**src/rtl/image_out_streamer.sv**
```systemverilog
// image_out_streamer: reads the output-image region of data memory after a
// frame and streams one byte per pixel on a valid/ready interface.
//
// Handshake: pix_valid_o/pix_data_o/pix_last_o come straight from the head of
// a 2-entry register FIFO. A transfer happens on a rising edge where
// pix_valid_o & pix_ready_i. Once valid is raised it stays high, with data and
// last stable, until that transfer.
module image_out_streamer #(
  parameter int unsigned ADDR_W     = 32,
  parameter int unsigned DATA_W     = 32,
  parameter int unsigned BASE_ADDR  = 262144,
  parameter int unsigned NUM_PIXELS = 65536
) (
  input  logic              CLK,
  input  logic              RST,
  input  logic              start_i,
  output logic [ADDR_W-1:0] mem_address_o,
  output logic              mem_rd_o,
  input  logic [DATA_W-1:0] mem_data_i,
  output logic [7:0]        pix_data_o,
  output logic              pix_valid_o,
  input  logic              pix_ready_i,
  output logic              pix_last_o,
  output logic              busy_o,
  output logic              done_o,
  output logic [16:0]       count_o,
  output logic [1:0]        state_o
);

  localparam int unsigned CNT_W = 17;
  localparam logic [CNT_W-1:0] NUM_PIX_C  = CNT_W'(NUM_PIXELS);
  localparam logic [CNT_W-1:0] LAST_IDX_C = CNT_W'(NUM_PIXELS - 1);

  typedef enum logic [1:0] {
    S_IDLE  = 2'd0,
    S_READ  = 2'd1,
    S_DRAIN = 2'd2,
    S_DONE  = 2'd3
  } state_t;

  state_t            state_q, state_d;
  logic [CNT_W-1:0]  rd_idx_q, rd_idx_d;
  logic [ADDR_W-1:0] addr_q, addr_d;
  logic              out_q, out_d;
  logic              out_last_q, out_last_d;
  logic [CNT_W-1:0]  count_q, count_d;

  logic [7:0]        buf_data_q [2];
  logic              buf_last_q [2];
  logic              wr_ptr_q, rd_ptr_q;
  logic [1:0]        fill_q, fill_d;

  logic              start_ok;
  logic              push;
  logic              pop;
  logic [1:0]        occ;
  logic              credit_ok;
  logic              rd_strobe;
  logic              rd_is_last;
  logic [ADDR_W-1:0] rd_addr;
  logic              unused_data;

  // Only the low byte of a memory word is a pixel.
  assign unused_data = ^mem_data_i[DATA_W-1:8];

  assign start_ok = (state_q == S_IDLE) && start_i;
  assign push     = out_q;
  assign pop      = pix_valid_o && pix_ready_i;

  // Credit counts the slot freed by a pop in this same cycle, so a steady
  // ready sink gets one pixel per cycle; the cost is a combinational path
  // from pix_ready_i to mem_rd_o. Buffered + outstanding never exceeds 2.
  assign occ        = fill_q - {1'b0, pop} + {1'b0, out_q};
  assign credit_ok  = (occ < 2'd2);
  assign rd_strobe  = (state_q == S_READ) && credit_ok && (rd_idx_q < NUM_PIX_C);
  assign rd_is_last = (rd_idx_q == LAST_IDX_C);
  assign rd_addr    = ADDR_W'(BASE_ADDR) + ADDR_W'(rd_idx_q);

  // Outputs decoded from registered state; address holds between strobes.
  assign mem_rd_o      = rd_strobe;
  assign mem_address_o = rd_strobe ? rd_addr : addr_q;
  assign pix_valid_o   = (fill_q != 2'd0);
  assign pix_data_o    = buf_data_q[rd_ptr_q];
  assign pix_last_o    = pix_valid_o && buf_last_q[rd_ptr_q];
  assign busy_o        = (state_q == S_READ) || (state_q == S_DRAIN);
  assign done_o        = (state_q == S_DONE);
  assign count_o       = count_q;
  assign state_o       = state_q;

  // Frame sequencing: next-state logic.
  always_comb begin
    state_d = state_q;
    case (state_q)
      S_IDLE:  if (start_i) state_d = S_READ;
      S_READ:  if (rd_strobe && rd_is_last) state_d = S_DRAIN;
      S_DRAIN: if ((fill_q == 2'd0) && !out_q) state_d = S_DONE;
      S_DONE:  state_d = S_IDLE;
      default: state_d = S_IDLE;
    endcase
  end

  // Frame sequencing: state register.
  always_ff @(posedge CLK or negedge RST) begin
    if (!RST) state_q <= S_IDLE;
    else      state_q <= state_d;
  end

  // Read-side and counter next values.
  always_comb begin
    rd_idx_d   = rd_idx_q;
    addr_d     = addr_q;
    out_d      = rd_strobe;
    out_last_d = rd_strobe && rd_is_last;
    count_d    = count_q;
    fill_d     = fill_q + {1'b0, push} - {1'b0, pop};
    if (start_ok) begin
      rd_idx_d = '0;
      count_d  = '0;
    end else begin
      if (rd_strobe) rd_idx_d = rd_idx_q + 1'b1;
      if (pop && (count_q != NUM_PIX_C)) count_d = count_q + 1'b1;
    end
    if (rd_strobe) addr_d = rd_addr;
  end

  // Read index, held address, outstanding-read flag and transfer count.
  always_ff @(posedge CLK or negedge RST) begin
    if (!RST) begin
      rd_idx_q   <= '0;
      addr_q     <= '0;
      out_q      <= 1'b0;
      out_last_q <= 1'b0;
      count_q    <= '0;
    end else begin
      rd_idx_q   <= rd_idx_d;
      addr_q     <= addr_d;
      out_q      <= out_d;
      out_last_q <= out_last_d;
      count_q    <= count_d;
    end
  end

  // Two-entry pixel FIFO: push the returning read, pop on transfer.
  always_ff @(posedge CLK or negedge RST) begin
    if (!RST) begin
      for (int i = 0; i < 2; i++) begin
        buf_data_q[i] <= 8'd0;
        buf_last_q[i] <= 1'b0;
      end
      wr_ptr_q <= 1'b0;
      rd_ptr_q <= 1'b0;
      fill_q   <= 2'd0;
    end else begin
      if (push) begin
        buf_data_q[wr_ptr_q] <= mem_data_i[7:0];
        buf_last_q[wr_ptr_q] <= out_last_q;
        wr_ptr_q             <= ~wr_ptr_q;
      end
      if (pop) rd_ptr_q <= ~rd_ptr_q;
      fill_q <= fill_d;
    end
  end

endmodule

```
**config.mk**
```make
export PLATFORM = sky130hd
export DESIGN_NAME = image_out_streamer
export DESIGN_NICKNAME = d
export VERILOG_FILES = /design/src/rtl/image_out_streamer.sv
export SDC_FILE = /design/constraint.sdc
export NUM_CORES = 1
export LEC_CHECK = 0
export CAP_MARGIN = 10
export CELL_PAD_IN_SITES_DETAIL_PLACEMENT = 1
export CELL_PAD_IN_SITES_GLOBAL_PLACEMENT = 1
export CORE_MARGIN = 2
export CORE_UTILIZATION = 40
export DETAILED_ROUTE_END_ITERATION = 12
export GPL_TIMING_DRIVEN = 0
export MAX_ROUTING_LAYER = met4
export PLACE_DENSITY_LB_ADDON = 0.1
export SLEW_MARGIN = 20
export SYNTH_ARGS = -nofsm -noshare
export SYNTH_HDL_FRONTEND = slang
export SYNTH_SLANG_ARGS = --single-unit
```
**constraint.sdc**
```tcl
create_clock -name CLK -period 6.7 [get_ports CLK]
set_input_delay 1.675 -clock CLK [delete_from_list [all_inputs] [get_ports CLK]]
set_output_delay 1.675 -clock CLK [all_outputs]
set_load 0.05 [all_outputs]
```
* After elaboration in Yosys (flattened, before gate mapping)
Cells that the tools add are included.
** Word-level totals
- Register bits :: 92
- Input port bits :: 36
- Output and inout bits :: 64
- Word-level logic and storage cells :: 75
** Cells by class
- $add $sub $neg :: 7
- $lt $le $gt $ge :: 5
- Eq/ne operators :: 8
- Multiplexer cells :: 21
- Bitwise gates (word level) :: 4
- Reduce and logical (&&, ||, !) cells :: 17
** Operators with widths (number)
- $mux W17 :: 4
- $add A17 B1 Y17 const B :: 2
- $mux W32 :: 1
- $mux W8 :: 4
- $add A19 B17 Y20 const A :: 1
- $eq A17 B16 Y1 const B :: 1
- $lt A17 B17 Y1 const B :: 1
- $ne A17 B17 Y1 const B :: 1
- $bwmux W16 :: 1
- $logic_and A1 B1 Y1 :: 9
- $demux W8 S1 :: 1
- $pmux W2 S4 :: 1
- $mux W2 :: 3
- $reduce_bool A2 Y1 :: 3
- $add A2 B1 Y2 :: 2
- $eq A2 B2 Y1 const B :: 2
- $ge A2 B2 Y1 const B :: 2
- $logic_not A2 Y1 :: 2
- $mux W1 :: 4
- $ne A2 B2 Y1 const B :: 2
- $not A1 Y2 :: 2
- $sub A2 B1 Y2 :: 2
- $reduce_and A3 Y1 :: 1
- $bwmux W2 :: 1
- 8 further kinds :: 9

* Longest topological paths before layout
Gate-level depths: netlist of the first run.
- Depth in word-level cells :: 10
- Depth in mapped cells :: 11
- Mapped depth without buffers :: 10

* Worst setup path after synthesis of the first run
OpenSTA, ideal clock, no wires.
- Path type :: input -> output
- Start point :: input pix_ready_i
- End point :: output mem_address_o[10]
- Arrival :: 4.287 ns
- Required time :: 5.025 ns
- Setup slack :: 0.738 ns
- Stages on the path :: 9
- Buffers on the path :: 1
- Cells stage by stage :: o21ai_1 inv_1 ha_1 inv_1 ha_1 xnor3_2 nand2_1 clkbuf_1 o21ai_0
** Between the ends
- Word-level cells in the longest chain between the ends :: 7
** RTL lines
- from (decl) :: RTL line 22 : input logic pix_ready_i,
- $logic_and A1 B1 Y1 :: RTL line 68 : assign pop = pix_valid_o && pix_ready_i;
- net pop :: RTL line 55 : logic pop;
- $sub A2 B1 Y2 :: RTL line 73 : assign occ = fill_q - {1'b0, pop} + {1'b0, out_q};
- $add A2 B1 Y2 :: RTL line 73
- $lt A2 B2 Y1 :: RTL line 74 : assign credit_ok = (occ < 2'd2);
- $logic_and A1 B1 Y1 (2 in series) :: RTL line 75 : assign rd_strobe = (state_q == S_READ) && credit_ok && (rd_idx_q < NUM_PIX_C);
- $mux W32
- to (decl) :: RTL line 17 : output logic [ADDR_W-1:0] mem_address_o,
The timed path passes the listed nets, and every way through them passes these cells.

* Final worst setup path of the first run
- Start point :: input pix_ready_i
- End point :: output mem_address_o[6]
The elaborated chain is that of the path after synthesis.

==> results.ini, run 1 <==
[floorplan]
die_h_um=105
rows=37
initial_utilization_pct=40.6
die-width_um=105
dieArea_mm2=0.0111
io_pins=100
coreArea_mm2=0.0101

[global_route]
antenna_found_initial=0
track_usage_pct=19.5
grt_max_degree=52
grt_overflow=0
grt_pass1_wl_mm=16.6
first_global_vias=3316

[power_and_ir_drop]
power_mw=1.36
irDropWorstVdd_mv=0.132
power_density_mw_per_mm2=258
p_leak_nw=2.49

[timing]
post-route-period-util_pct=95.6
skew_ps=7.29
fin_ws_ps=295
holdWs_ps=469
drv_slew=0
max-slew-margin-rel_pct=58.0
rsz0062_at_grt=false
tightest_slew_ps=630
min_period_ps=6400
fmax_mhz=156
setup_violations=0
hold_violations=0

[critical_path]
crit_required_ps=5030
reg2regPathDepth=11
worstPathArrival_ps=4730
crit_fanout=11
r2r-start=fill_q[0]$_DFF_PN0_
critPathKind=input pin to output port
crit_chain=clkdlybuf4s50_1 > o21ai_2 > inv_1 > ha_1 > inv_1 > ha_1 > xnor3_2 > nand2_1 > clkinv_1 > clkbuf_2 > nand2_1 > nand2_1 > dlygate4sd2_1
cp_common_cell=nand2_1
end_kind=output port
startpoint_type=input pin
regToRegSetupSlack_ps=3690
max_stage_delay_ps=460
crit_slowest_cell=clkdlybuf4s50_1
r2r_end=rd_idx_q[13]$_DFFE_PN0P_

[routing]
wl_per_cell_um=15.9
viasPerCell=5.08
first_pass_iters=4
vias=3121
drtAntennaViolNets=0
drt_iter0_markers=72
detail_route.wirelength_mm=9.74
drc=0

[synth]
synth_area_mm2=0.00412
yosysUniqueCellTypes=35
ys_warn_count=0
syn_avg_cell_area_um2=10.7
synth-seq-cells=92
syn-num-nets=433
seq_area_frac_synth_pct=55.9
synth_cells=386

[cells_and_area]
drive_above_1_share_pct=10.5
nets=520
fin_area_mm2=0.00525
areaGrowthSynthToFinish_pct=27.6
final_cells=614
diodes=0

[worst_hold_path]
min_from=addr_q[18]$_DFF_PN0_
min_path_cells=1
min_path_type=register to register
holdPathEnd=addr_q[18]$_DFF_PN0_

[run_status]
outcome=completed

[placement]
dp_slack_ps=-448
numPortBuffers=75
dpl.hpwl_mm=7.07
placed_area_mm2=0.00507
gp_congestion=0.783
dpl.cell_count=598

[cts]
cts_setup_buffers=0
cts_tree=yes
cts.sinks=92
root_buffer=clkbuf_8
postCtsHoldBufs=0
clock_latency_ps=360
clockBufferDepth=2
clk_pin_slew_worst_paths_ps=80
tritoncts.num_buffers=9
htreeDepth=3

[flow_run]
max_cap_viol_count=0

## cell families (layout without fill, tap and decap cells)
family / Yosys count / after routing / share of synthesized area, %
mux: 30 / 30 / 8.11
simple gates: 164 / 164 / 20.3
fa+ha+maj: 11 / 11 / 3.34
xor+xnor: 16 / 16 / 3.77
buf+inv: 30 / 122 / 2.76
flops: 92 / 92 / 55.9
compound gates: 43 / 43 / 5.83
## layout by cell type, fill, tap and decap left out, types with 6 or more instances in the layout
cell / instances
nand2_1: 61
o21ai_0: 14
clkbuf_1: 12
nand3_1: 15
a21oi_1: 19
and2_1: 18
inv_1: 14
nor2_1: 17
nand4_1: 8
nor4_1: 9
or3_1: 9
dlygate4sd2_1: 32
ha_1: 11
mux2_2: 27
dfrtp_1: 92
clkdlybuf4s50_1: 42
clkbuf_8: 10
o31ai_1: 6
xnor2_1: 11
## power breakdown
| group | leakage [nW] | switching, mW | internal, mW |
|---|---|---|---|
| combinational | 1.18 | 0.214 | 0.121 |
| sequential | 1.20 | 0.0339 | 0.581 |
| clock | 0.107 | 0.187 | 0.220 |
| total | 2.49 | 0.435 | 0.923 |
## flip-flops by register name, indices dropped and copies added, names as in the netlist
signal and flops:
addr_q 32, count_o 17, rd_idx_q 17, buf_data_q 16
buf_last_q 2, fill_q 2, state_o 2, out_last_q 1
out_q 1, rd_ptr_q 1, wr_ptr_q 1
## cell usage after synthesis
cell / count / area (um2)
nand4bb_1: 1 / 11.3
or3_1: 9 / 56.3
nor3_1: 5 / 25.0
xnor3_2: 1 / 23.8
mux2_2: 27 / 304
clkbuf_1: 13 / 48.8
o21ai_0: 14 / 70.1
nand3_1: 15 / 75.1
nor2_1: 17 / 63.8
o41ai_1: 2 / 17.5
o211ai_1: 1 / 7.51
and4_1: 4 / 35.0
nand4_1: 8 / 50.1
nand2b_1: 5 / 31.3
o31ai_1: 6 / 45.0
nor2b_1: 2 / 12.5
nand3b_1: 1 / 7.51
inv_2: 1 / 3.75
xor2_1: 4 / 35.0
ha_1: 11 / 138
nor4b_1: 2 / 17.5
and3_1: 1 / 6.26
a21oi_1: 19 / 95.1
mux2i_1: 3 / 30.0
dfrtp_1: 92 / 2300
nand4b_1: 1 / 8.76
inv_1: 14 / 52.6
clkinv_1: 1 / 3.75
or4_1: 5 / 37.5
buf_2: 1 / 5.00
xnor2_1: 11 / 96.3
nor4_1: 9 / 56.3
o21ai_1: 1 / 5.00
and2_1: 18 / 113
nand2_1: 61 / 229
## layer usage
layer	track usage, %	vias to the layer above	part of all wire (%)
met4	5.71	0	1.1
met3	3.90	9	2.8
met1	24.5	1561	45
li1	-	1504	-
met5	-	-	0
met2	32.1	47	51
## final cells by class
cell class / instances / area, um2
timing repair buffer: 76 / 739
inverter: 16 / 60.1
fill: 1135 / 4880
tap: 136 / 170
buffer: 14 / 57.6
multi-input combinational: 264 / 1710
sequential: 92 / 2300
clock buffer: 12 / 145
clock inverter: 4 / 72.6
## repair_timing
action                     in CTS  in global routing
hold endpoints to repair        0                  0
resized for setup              35                  1
setup endpoints to repair      33                 33
## through the flow
step | TNS (ps) | util [%]
floorplan | 0 | -
global route | 0 | 51.8
detailed placement | -7080 | 50.0
CTS | 0 | 51.8
global placement | -5980 | 49.7
finish | 0 | 51.8
## worst max-delay path by stage
stage / from / to / slack, ps / cells after the start
after floorplan: pix_ready_i / mem_address_o[10] / 740 / 9
after global placement: pix_ready_i / mem_address_o[6] / -440 / 13
after detailed placement: pix_ready_i / mem_address_o[6] / -450 / 13
after CTS: pix_ready_i / mem_address_o[6] / 30 / 13
after global routing: pix_ready_i / mem_address_o[6] / 40 / 13
final: pix_ready_i / mem_address_o[6] / 300 / 13
## critical path, delay by kind of cell
family                     cells  cell delay, ps
AOI/OAI and AO/OA              1             170
adders and majority gates      2             460
buffers and inverters          6            1700
xor gates and xnor gates       1             290
and+or+nand+nor                3             430
(Power assumes the default switching activity.)
==> inputs of run 2 (changes only) <==
- HOLD_SLACK_MARGIN: default -> 0.05
==> results of run 2 <==
The final DEF is identical to that of run 1; final timing and power are the same.
==> inputs of run 3 (changes only) <==
- CORE_UTILIZATION: 40 -> 34
- clock period: 6.7 -> 5.7 ns (I/O delays scaled with it)
==> run 3 against run 2 <==
First-iteration DRC count grew 42%; hold slack lost 4.4 ps; utilization shrank 6.3 points; count of clock-buffer cells in the layout is the same; cell count grew 1.8%; critical endpoint unchanged.
==> results.ini, run 3 (same netlist as run 1, synthesis figures left out) <==
[timing]
fmax_mhz=182
hold_violations=0  ; unchanged
post-route-period-util_pct=96.3
setup_violations=0  ; unchanged
min_period_ps=5490
fin_ws_ps=213  ; -82.9 ps
rsz0062_at_grt=false
tightest_slew_ps=665  ; +35.0 ps
tns_ps=0  ; unchanged
drv_slew=0  ; unchanged
skew_ps=9.69  ; +2.40 ps
holdWs_ps=465  ; -4.39 ps
max-slew-margin-rel_pct=55.7  ; -2.3 points

[flow_run]
max_cap_viol_count=0  ; unchanged

[global_route]
grt_pass1_wl_mm=16.9  ; +2.1%
antenna_found_initial=0  ; unchanged
first_global_vias=3321  ; +0.15%
grt_max_degree=50  ; -3.8%
grt_overflow=0  ; unchanged
track_usage_pct=17.1  ; -2.4 points

[routing]
first_pass_iters=4  ; unchanged
vias=3135  ; +0.45%
detail_route.wirelength_mm=10.0  ; +2.7%
route.met2.wl_mm=4.87  ; -2.0%
top_layer_used=met4
drc=0  ; unchanged
wirelength_met1_mm=4.65  ; +5.9%
drt_iter0_markers=102  ; +42%
viasPerCell=5.02  ; -1.3%
wl_met3_um=324  ; +18%
wl_per_cell_um=16.0  ; +0.90%
drtAntennaViolNets=0  ; unchanged

[cells_and_area]
nets=520  ; unchanged
final_cell_mix=dfrtp_1, nand2_1, clkdlybuf4s50_1
areaGrowthSynthToFinish_pct=31.6
regMostFlops=addr_q
layout_commonest_cell=dfrtp_1
drive_above_1_share_pct=18.2  ; +7.7 points
largest_register_ffs=32  ; unchanged
fin_area_mm2=0.00542  ; +3.2%
diodes=0  ; unchanged

[floorplan]
io_pins=100  ; unchanged
die-width_um=114  ; +8.1%
initial_utilization_pct=34.6  ; -6.0 points
rows=40  ; +8.1%
coreArea_mm2=0.0119  ; +17%
dieArea_mm2=0.0130  ; +17%
die_h_um=114  ; +8.1%

[cts]
root_buffer=clkbuf_16
tritoncts.num_buffers=9  ; unchanged
cts_setup_buffers=0  ; unchanged
clock_latency_ps=350  ; about the same
cts.sinks=92  ; unchanged
postCtsHoldBufs=0  ; unchanged
clk_pin_slew_worst_paths_ps=70  ; about the same
clockBufferDepth=2  ; unchanged
htreeDepth=3  ; unchanged
cts_tree=yes

[power_and_ir_drop]
irDropWorstVdd_mv=0.134  ; +1.6%
p_leak_nw=2.41  ; -3.2%
power_density_mw_per_mm2=322  ; +25%

[critical_path]
crit_required_ps=4280  ; -750 ps
crit_slowest_cell=clkdlybuf4s50_1
max_stage_delay_ps=460  ; about the same
worstPathArrival_ps=4060  ; -670 ps
critPathKind=input pin to output port
end_kind=output port
cpLargestDelayFamily=buffers and inverters
cp_num_buf_inv=6  ; unchanged
crit_fanout=11  ; unchanged
crit_chain=clkdlybuf4s50_1 > o21ai_2 > inv_2 > ha_1 > inv_1 > ha_1 > xnor3_2 > nand2_2 > clkinv_2 > clkbuf_4 > nand2_1 > nand2_1 > clkdlybuf4s15_2
startpoint_type=input pin

[placement]
numPortBuffers=75  ; unchanged
dpl.hpwl_mm=6.96  ; -1.6%
gp_congestion=0.802  ; +2.3%
placed_area_mm2=0.00508  ; +0.27%
dp_slack_ps=-1000  ; -555 ps

[run_status]
outcome=completed

[worst_hold_path]
min_path_type=register to register

run 3: cell types whose count changed in the layout (fill, tap and decap cells not counted), moves of 2 or more:
cell             delta
dlygate4sd2_1      -30
inv_6               +2
clkdlybuf4s15_2    +27
clkbuf_1            -3
clkbuf_16           +9
clkbuf_2            +5
clkbuf_8            -8
run 3: what timing repair did:
item / CTS / global route
pin swaps: 0 / 0
setup endpoints to repair: 33 / 33
gates cloned: 0 / 0
gates resized for setup: 96 / 14
run 3: final cells by class:
class,count,area [um2]
fill,1312,6490
sequential,92,2300
multi-input combinational,264,1710
timing repair buffer,76,791
clock buffer,12,256
tap,147,184
buffer,14,62.6
inverter,16,61.3
clock inverter,4,55.1
run 3: through the flow:
stage,power (mW),cells,utilization (%)
5_1_grt,1.83,625,45.5
3_3_place_gp,1.12,608,42.4
3_5_place_dp,1.13,609,42.7
4_1_cts,1.77,625,45.6
2_1_floorplan,0.990,386,-
6_report,1.75,625,45.5
run 3: report_power, final:
part | internal (mW) | switching, mW
Clock | 0.367 | 0.259
Sequential | 0.684 | 0.0404
Combinational | 0.143 | 0.253
Total | 1.19 | 0.552
run 3: per-layer routing:
metal / up-vias / GRT usage, %
met5: - / -
met4: 0 / 6.34
met3: 15 / 3.18
met2: 46 / 27.8
met1: 1569 / 21.5
li1: 1505 / -
run 3: path summary, 6_finish.rpt:
kind	slack (ps)	start	to	cells past startpoint
max	210	pix_ready_i	mem_address_o[6]	13
min	460	addr_q[18]$_DFF_PN0_	addr_q[18]$_DFF_PN0_	1
max reg2reg	2740	fill_q[0]$_DFF_PN0_	rd_idx_q[15]$_DFFE_PN0P_	11
min reg2reg	460	addr_q[18]$_DFF_PN0_	addr_q[18]$_DFF_PN0_	1
max in group asynchronous	4110	RST	addr_q[12]$_DFF_PN0_	2
min in group asynchronous	1000	RST	buf_data_q[10]$_DFFE_PN0P_	1
